<file path="config.mk">
export PLATFORM = sky130hd
export DESIGN_NAME = onchip_memory_test_master
export DESIGN_NICKNAME = d
export VERILOG_FILES = /design/src/rtl/onchip_memory_test_master.sv
export SDC_FILE = /design/constraint.sdc
export NUM_CORES = 1
export LEC_CHECK = 0
export CAP_MARGIN = 20
export CORE_MARGIN = 10
export CORE_UTILIZATION = 49
export DETAILED_ROUTE_END_ITERATION = 7
export PLACE_DENSITY = 0.76
export RECOVER_POWER = 25
export SKIP_LAST_GASP = 1
export SLEW_MARGIN = 20
export SYNTH_ARGS = -nofsm -noshare
export SYNTH_HDL_FRONTEND = slang
export SYNTH_SLANG_ARGS = --single-unit
</file>
<file path="constraint.sdc">
create_clock -name clk -period 6.8 [get_ports clk]
set_clock_uncertainty 0.05 [all_clocks]
set_input_delay 1.36 -clock clk [delete_from_list [all_inputs] [get_ports clk]]
set_output_delay 1.36 -clock clk [all_outputs]
set_load 0.01 [all_outputs]
</file>
<file path="src/rtl/onchip_memory_test_master.sv">
// Avalon-MM test master for the single-port on-chip memory.
// Writes an incrementing pattern (seed+i) over a wrapping word range,
// reads the range back, and reports pass/fail, the number of bad words
// and the address of the first bad word.
//
// Handshake: the memory is a fixed-latency slave with no waitrequest.
// A command is issued every cycle chipselect=1 and clken=1. A read
// command's data appears on readdata exactly READ_LATENCY cycles later
// for as long as clken stays high, so clken is held through the drain.
module onchip_memory_test_master #(
  parameter int ADDR_WIDTH   = 12,
  parameter int DATA_WIDTH   = 32,
  parameter int READ_LATENCY = 1
) (
  input  logic                      clk,
  input  logic                      reset,
  input  logic                      start,
  input  logic [ADDR_WIDTH-1:0]     base_addr,
  input  logic [ADDR_WIDTH:0]       word_count,
  input  logic [DATA_WIDTH-1:0]     seed,
  output logic                      busy,
  output logic                      done,
  output logic                      pass,
  output logic [ADDR_WIDTH:0]       error_count,
  output logic [ADDR_WIDTH-1:0]     first_error_addr,
  output logic [ADDR_WIDTH-1:0]     address,
  output logic [DATA_WIDTH/8-1:0]   byteenable,
  output logic                      chipselect,
  output logic                      write,
  output logic [DATA_WIDTH-1:0]     writedata,
  output logic                      clken,
  input  logic [DATA_WIDTH-1:0]     readdata
);

  localparam int CW = ADDR_WIDTH + 1;
  localparam logic [CW-1:0] MAX_WORDS = {1'b1, {ADDR_WIDTH{1'b0}}};

  localparam logic [2:0] S_IDLE  = 3'd0;
  localparam logic [2:0] S_WRITE = 3'd1;
  localparam logic [2:0] S_READ  = 3'd2;
  localparam logic [2:0] S_DRAIN = 3'd3;
  localparam logic [2:0] S_DONE  = 3'd4;

  logic [2:0]            state;
  logic [CW-1:0]         idx;        // index of the word currently on the bus
  logic [CW-1:0]         last_idx;   // N-1 for the running test
  logic [ADDR_WIDTH-1:0] base_q;
  logic [DATA_WIDTH-1:0] seed_q;
  logic [DATA_WIDTH-1:0] pat;        // expected data for the word on the bus
  logic [1:0]            drain_cnt;

  // Expected data and address travel alongside each read until its data returns.
  logic                  pipe_vld  [READ_LATENCY];
  logic [DATA_WIDTH-1:0] pipe_exp  [READ_LATENCY];
  logic [ADDR_WIDTH-1:0] pipe_addr [READ_LATENCY];

  logic [CW-1:0] wc_clamped;
  logic          mismatch;
  logic [CW-1:0] err_next;

  // Clamp the requested length and evaluate the returning read word.
  always_comb begin
    wc_clamped = (word_count > MAX_WORDS) ? MAX_WORDS : word_count;
    mismatch   = pipe_vld[READ_LATENCY-1] &&
                 (readdata != pipe_exp[READ_LATENCY-1]);
    err_next   = error_count + {{ADDR_WIDTH{1'b0}}, mismatch};
  end

  // Sequencer, bus driver, compare pipeline and result registers.
  always_ff @(posedge clk) begin
    if (reset) begin
      state            <= S_IDLE;
      idx              <= '0;
      last_idx         <= '0;
      base_q           <= '0;
      seed_q           <= '0;
      pat              <= '0;
      drain_cnt        <= '0;
      busy             <= 1'b0;
      done             <= 1'b0;
      pass             <= 1'b0;
      error_count      <= '0;
      first_error_addr <= '0;
      address          <= '0;
      byteenable       <= '0;
      chipselect       <= 1'b0;
      write            <= 1'b0;
      writedata        <= '0;
      clken            <= 1'b0;
      for (int k = 0; k < READ_LATENCY; k++) begin
        pipe_vld[k]  <= 1'b0;
        pipe_exp[k]  <= '0;
        pipe_addr[k] <= '0;
      end
    end else begin
      done <= 1'b0;

      pipe_vld[0]  <= (state == S_READ);
      pipe_exp[0]  <= pat;
      pipe_addr[0] <= address;
      for (int k = 1; k < READ_LATENCY; k++) begin
        pipe_vld[k]  <= pipe_vld[k-1];
        pipe_exp[k]  <= pipe_exp[k-1];
        pipe_addr[k] <= pipe_addr[k-1];
      end

      if (mismatch) begin
        error_count <= err_next;
        if (error_count == '0) begin
          first_error_addr <= pipe_addr[READ_LATENCY-1];
        end
      end

      case (state)
        S_IDLE: begin
          if (start) begin
            error_count      <= '0;
            first_error_addr <= '0;
            pass             <= 1'b0;
            base_q           <= base_addr;
            seed_q           <= seed;
            if (wc_clamped == '0) begin
              state <= S_DONE;
              done  <= 1'b1;
              pass  <= 1'b1;
            end else begin
              state      <= S_WRITE;
              busy       <= 1'b1;
              idx        <= '0;
              last_idx   <= wc_clamped - CW'(1);
              address    <= base_addr;
              writedata  <= seed;
              pat        <= seed;
              chipselect <= 1'b1;
              write      <= 1'b1;
              byteenable <= '1;
              clken      <= 1'b1;
            end
          end
        end
        S_WRITE: begin
          if (idx == last_idx) begin
            state     <= S_READ;
            idx       <= '0;
            address   <= base_q;
            pat       <= seed_q;
            write     <= 1'b0;
            writedata <= '0;
          end else begin
            idx       <= idx + CW'(1);
            address   <= address + ADDR_WIDTH'(1);
            writedata <= writedata + DATA_WIDTH'(1);
            pat       <= pat + DATA_WIDTH'(1);
          end
        end
        S_READ: begin
          if (idx == last_idx) begin
            state      <= S_DRAIN;
            drain_cnt  <= '0;
            chipselect <= 1'b0;
            byteenable <= '0;
            address    <= '0;
          end else begin
            idx     <= idx + CW'(1);
            address <= address + ADDR_WIDTH'(1);
            pat     <= pat + DATA_WIDTH'(1);
          end
        end
        S_DRAIN: begin
          if (drain_cnt == 2'(READ_LATENCY - 1)) begin
            state <= S_DONE;
            busy  <= 1'b0;
            done  <= 1'b1;
            clken <= 1'b0;
            // Includes the final word compared on this same edge.
            pass  <= (err_next == '0);
          end else begin
            drain_cnt <= drain_cnt + 2'd1;
          end
        end
        S_DONE: begin
          state <= S_IDLE;
        end
        default: begin
          state      <= S_IDLE;
          busy       <= 1'b0;
          chipselect <= 1'b0;
          write      <= 1'b0;
          clken      <= 1'b0;
        end
      endcase
    end
  end

endmodule

</file>
==> flow_summary.json <==
{
  "drt_iter0_drc": 1328,
  "async_flop_share_pct": 0,
  "instances_no_fill": 1879,
  "clk_latency_ps": 530,
  "drt_pass1_iterations": 6,
  "p_sw_mw": 1.03,
  "core_sq_um": 23300,
  "crit_top_cell": "clkbuf_1",
  "combPwrFrac_pct": 17.5,
  "crit_path_max_fanout": 85,
  "globalplace.congestion": 0.925,
  "die_w_um": 173,
  "swShare_pct": 28.6,
  "cp_slowest_stage_delay_ps": 1780,
  "rsz0062_at_grt": "no",
  "ant_nets": 0,
  "place_inst": 1834,
  "period_needed_ps": 5540,
  "syn_nets": 1542,
  "grt.total_usage_pct": 22.9,
  "p_int_mw": 2.56,
  "setup_ws_ps": 1260,
  "syn_area_per_cell_sq_um": 8.01,
  "finalPower_mw": 3.58,
  "ys_warn_count": 0,
  "post_cts_buffers": 0,
  "arrival_ps": 5890,
  "place_ws_ps": 1490,
  "post_cts_resized": 0,
  "synth_edf_count": 0,
  "fin_util_pct": 60.8,
  "tns_ps": 0,
  "crit_buf_inv": 3,
  "fillCellCount": 2043,
  "port_buffers": 170,
  "slowest_stage": "clkbuf_1",
  "htreeDepth": 1,
  "root_buffer": "clkbuf_16",
  "grt_pass1_vias": 10500,
  "max-slew-margin-rel_pct": -71.3,
  "routed_wl_um": 36900,
  "antenna_found_initial": 1,
  "synth_top_cell_by_area": "dfxtp_1",
  "multi_input_area_sq_um": 6430,
  "synthDistinctLibCells": 74,
  "pwr-share-seq_pct": 42.3,
  "synth-main-ff-cell": "dfxtp_1",
  "start_util_pct": 49.4,
  "drc": 0,
  "p_leak_nw": 5.23,
  "nets": 1644,
  "drive_above_1_share_pct": 5.90,
  "die_h_um": 173,
  "critPathTopFamily": "buffers and inverters",
  "cts_made_buffers": 25,
  "dieArea_sq_um": 30100,
  "wl_per_cell_um": 19.6,
  "start_kind": "primary input",
  "final_hold_viol_count": 0,
  "synth_area_sq_um": 11500,
  "hold_buffers": 0,
  "slew_viol_final": 88,
  "clock.fmax_mhz": 181,
  "crit_path_cell_trace": "clkbuf_1 -> clkbuf_1 -> buf_4 -> a21oi_1 -> a32o_1",
  "rows": 56,
  "design_area_sq_um": 14200,
  "dp_hpwl_um": 25500,
  "hold_slack_ps": 384,
  "via_per_inst": 6.15,
  "synth.most_common_cell": "dfxtp_1",
  "ys_top_cells_by_count": "227 x dfxtp_1, 188 x nand2_1, 126 x a21oi_1",
  "via_count": 11600,
  "hold_class": "reg2reg",
  "grt_max_degree": 86,
  "worst_pin_slew_ps": 2570,
  "grt_pass1_wl_um": 58200,
  "status": "finished with violations",
  "path_clk_slew_ps": 60,
  "fin_crit_sh_pct": 81.5,
  "ctsLongestPathBuffers": 3,
  "cts_tree": "yes",
  "ir_worst_vdd_mv": 0.215,
  "synthToLayoutAreaGrowth_pct": 22.9,
  "cp.required_ps": 7150,
  "yosysSeqAreaShare_pct": 39.4,
  "synth-seq-cells": 227,
  "endpoint_kind": "register",
  "path_class": "in2reg",
  "violations": "capacitance limit, slew limit",
  "diodes": 0,
  "maxCapViolCount": 2,
  "synth_area_leaders": "dfxtp_1 39%, nand2_1 6.1%, a21oi_1 5.5%",
  "synth_top_cell_area_share_pct": 39.4,
  "seqCellArea_sq_um": 4540,
  "io_pins": 171,
  "syn-instance-count": 1441,
  "cts_sinks": 227,
  "p_per_area_nw_per_um2": 253,
  "p_clk_share_pct": 40.2,
  "place_area_sq_um": 13300,
  "gr-total-overflow": 0,
  "setup_viol_count_final": 0
}
[flip-flops by register name, summed over array words and instances, names as in the netlist]
| signal | cells |
|---|---|
| pat | 32 |
| pipe_exp | 32 |
| seed_q | 32 |
| writedata | 32 |
| error_count | 13 |
| idx | 13 |
| last_idx | 13 |
| address | 12 |
| base_q | 12 |
| first_error_addr | 12 |
| pipe_addr | 12 |
| state | 3 |
| drain_cnt | 2 |
| byteenable | 1 |
| chipselect | 1 |
| clken | 1 |
| done | 1 |
| pass | 1 |
| pipe_vld | 1 |
| write | 1 |
[worst reg2reg max path, stage by stage (launching register included)]
cell	delay, ps
dfxtp_1	640
nor3b_2	830
nor2_4	210
buf_4	380
nor2_1	810
a21oi_1	160
o32ai_1	310
[cell families (layout without fill, tap and decap cells)]
kind of cell / count (synthesis) / after routing / share of synthesized area, %
mux: 20 / 20 / 1.76
compound gates: 378 / 378 / 22.0
flops: 227 / 227 / 39.4
fa+ha+maj: 9 / 9 / 0.976
buf+inv: 143 / 262 / 5.16
simple gates: 601 / 601 / 26.0
xor+xnor: 63 / 63 / 4.78
[cell type report]
class,instances,area share (%)
Clock buffer,30,4.90
Clock inverter,14,1.28
Inverter,32,0.847
Multi-Input combinational cell,1071,45.3
Sequential cell,227,32.0
Tap cell,319,2.81
Timing Repair Buffer,186,12.8
[placed cells by master, fill, tap and decap left out, types with 35 or more instances in the layout]
| master | instances |
|---|---|
| dfxtp_1 | 227 |
| nand2_1 | 188 |
| clkdlybuf4s50_1 | 128 |
| a21oi_1 | 126 |
| nor2_1 | 107 |
| o21ai_0 | 63 |
| nor3_1 | 57 |
| nand3_1 | 53 |
| xor2_1 | 51 |
| dlygate4sd3_1 | 41 |
| nor4_1 | 35 |
[worst paths after layout]
kind | startpoint | endpoint | slack, ps | cells after the start
max reg2reg | state[1] | address[6] | 3280 | 6
min reg2reg | pipe_addr[0][6] | first_error_addr[6] | 380 | 2
min | pipe_addr[0][6] | first_error_addr[6] | 380 | 2
max | reset | pat[28] | 1260 | 5
[power by group through the flow]
| stage | combinational [mW] | sequential (mW) | clock (mW) |
|---|---|---|---|
| after CTS | 0.623 | 1.51 | 1.44 |
| after global placement | 0.607 | 1.54 | 0 |
| after floorplan | 0.372 | 1.53 | 0 |
| final | 0.626 | 1.52 | 1.44 |
| after detailed placement | 0.618 | 1.54 | 0 |
| after global routing | 0.678 | 1.53 | 1.50 |
[routing by layer]
layer,vias to the layer above,part of all wire [%],global-route usage [%]
li1,5485,-,-
met1,5422,44,32.4
met2,594,45,35.2
met3,49,9.5,4.14
met4,2,1.8,5.82
met5,-,0.019,0
Note: power is estimated with default switching activity, not from simulation.
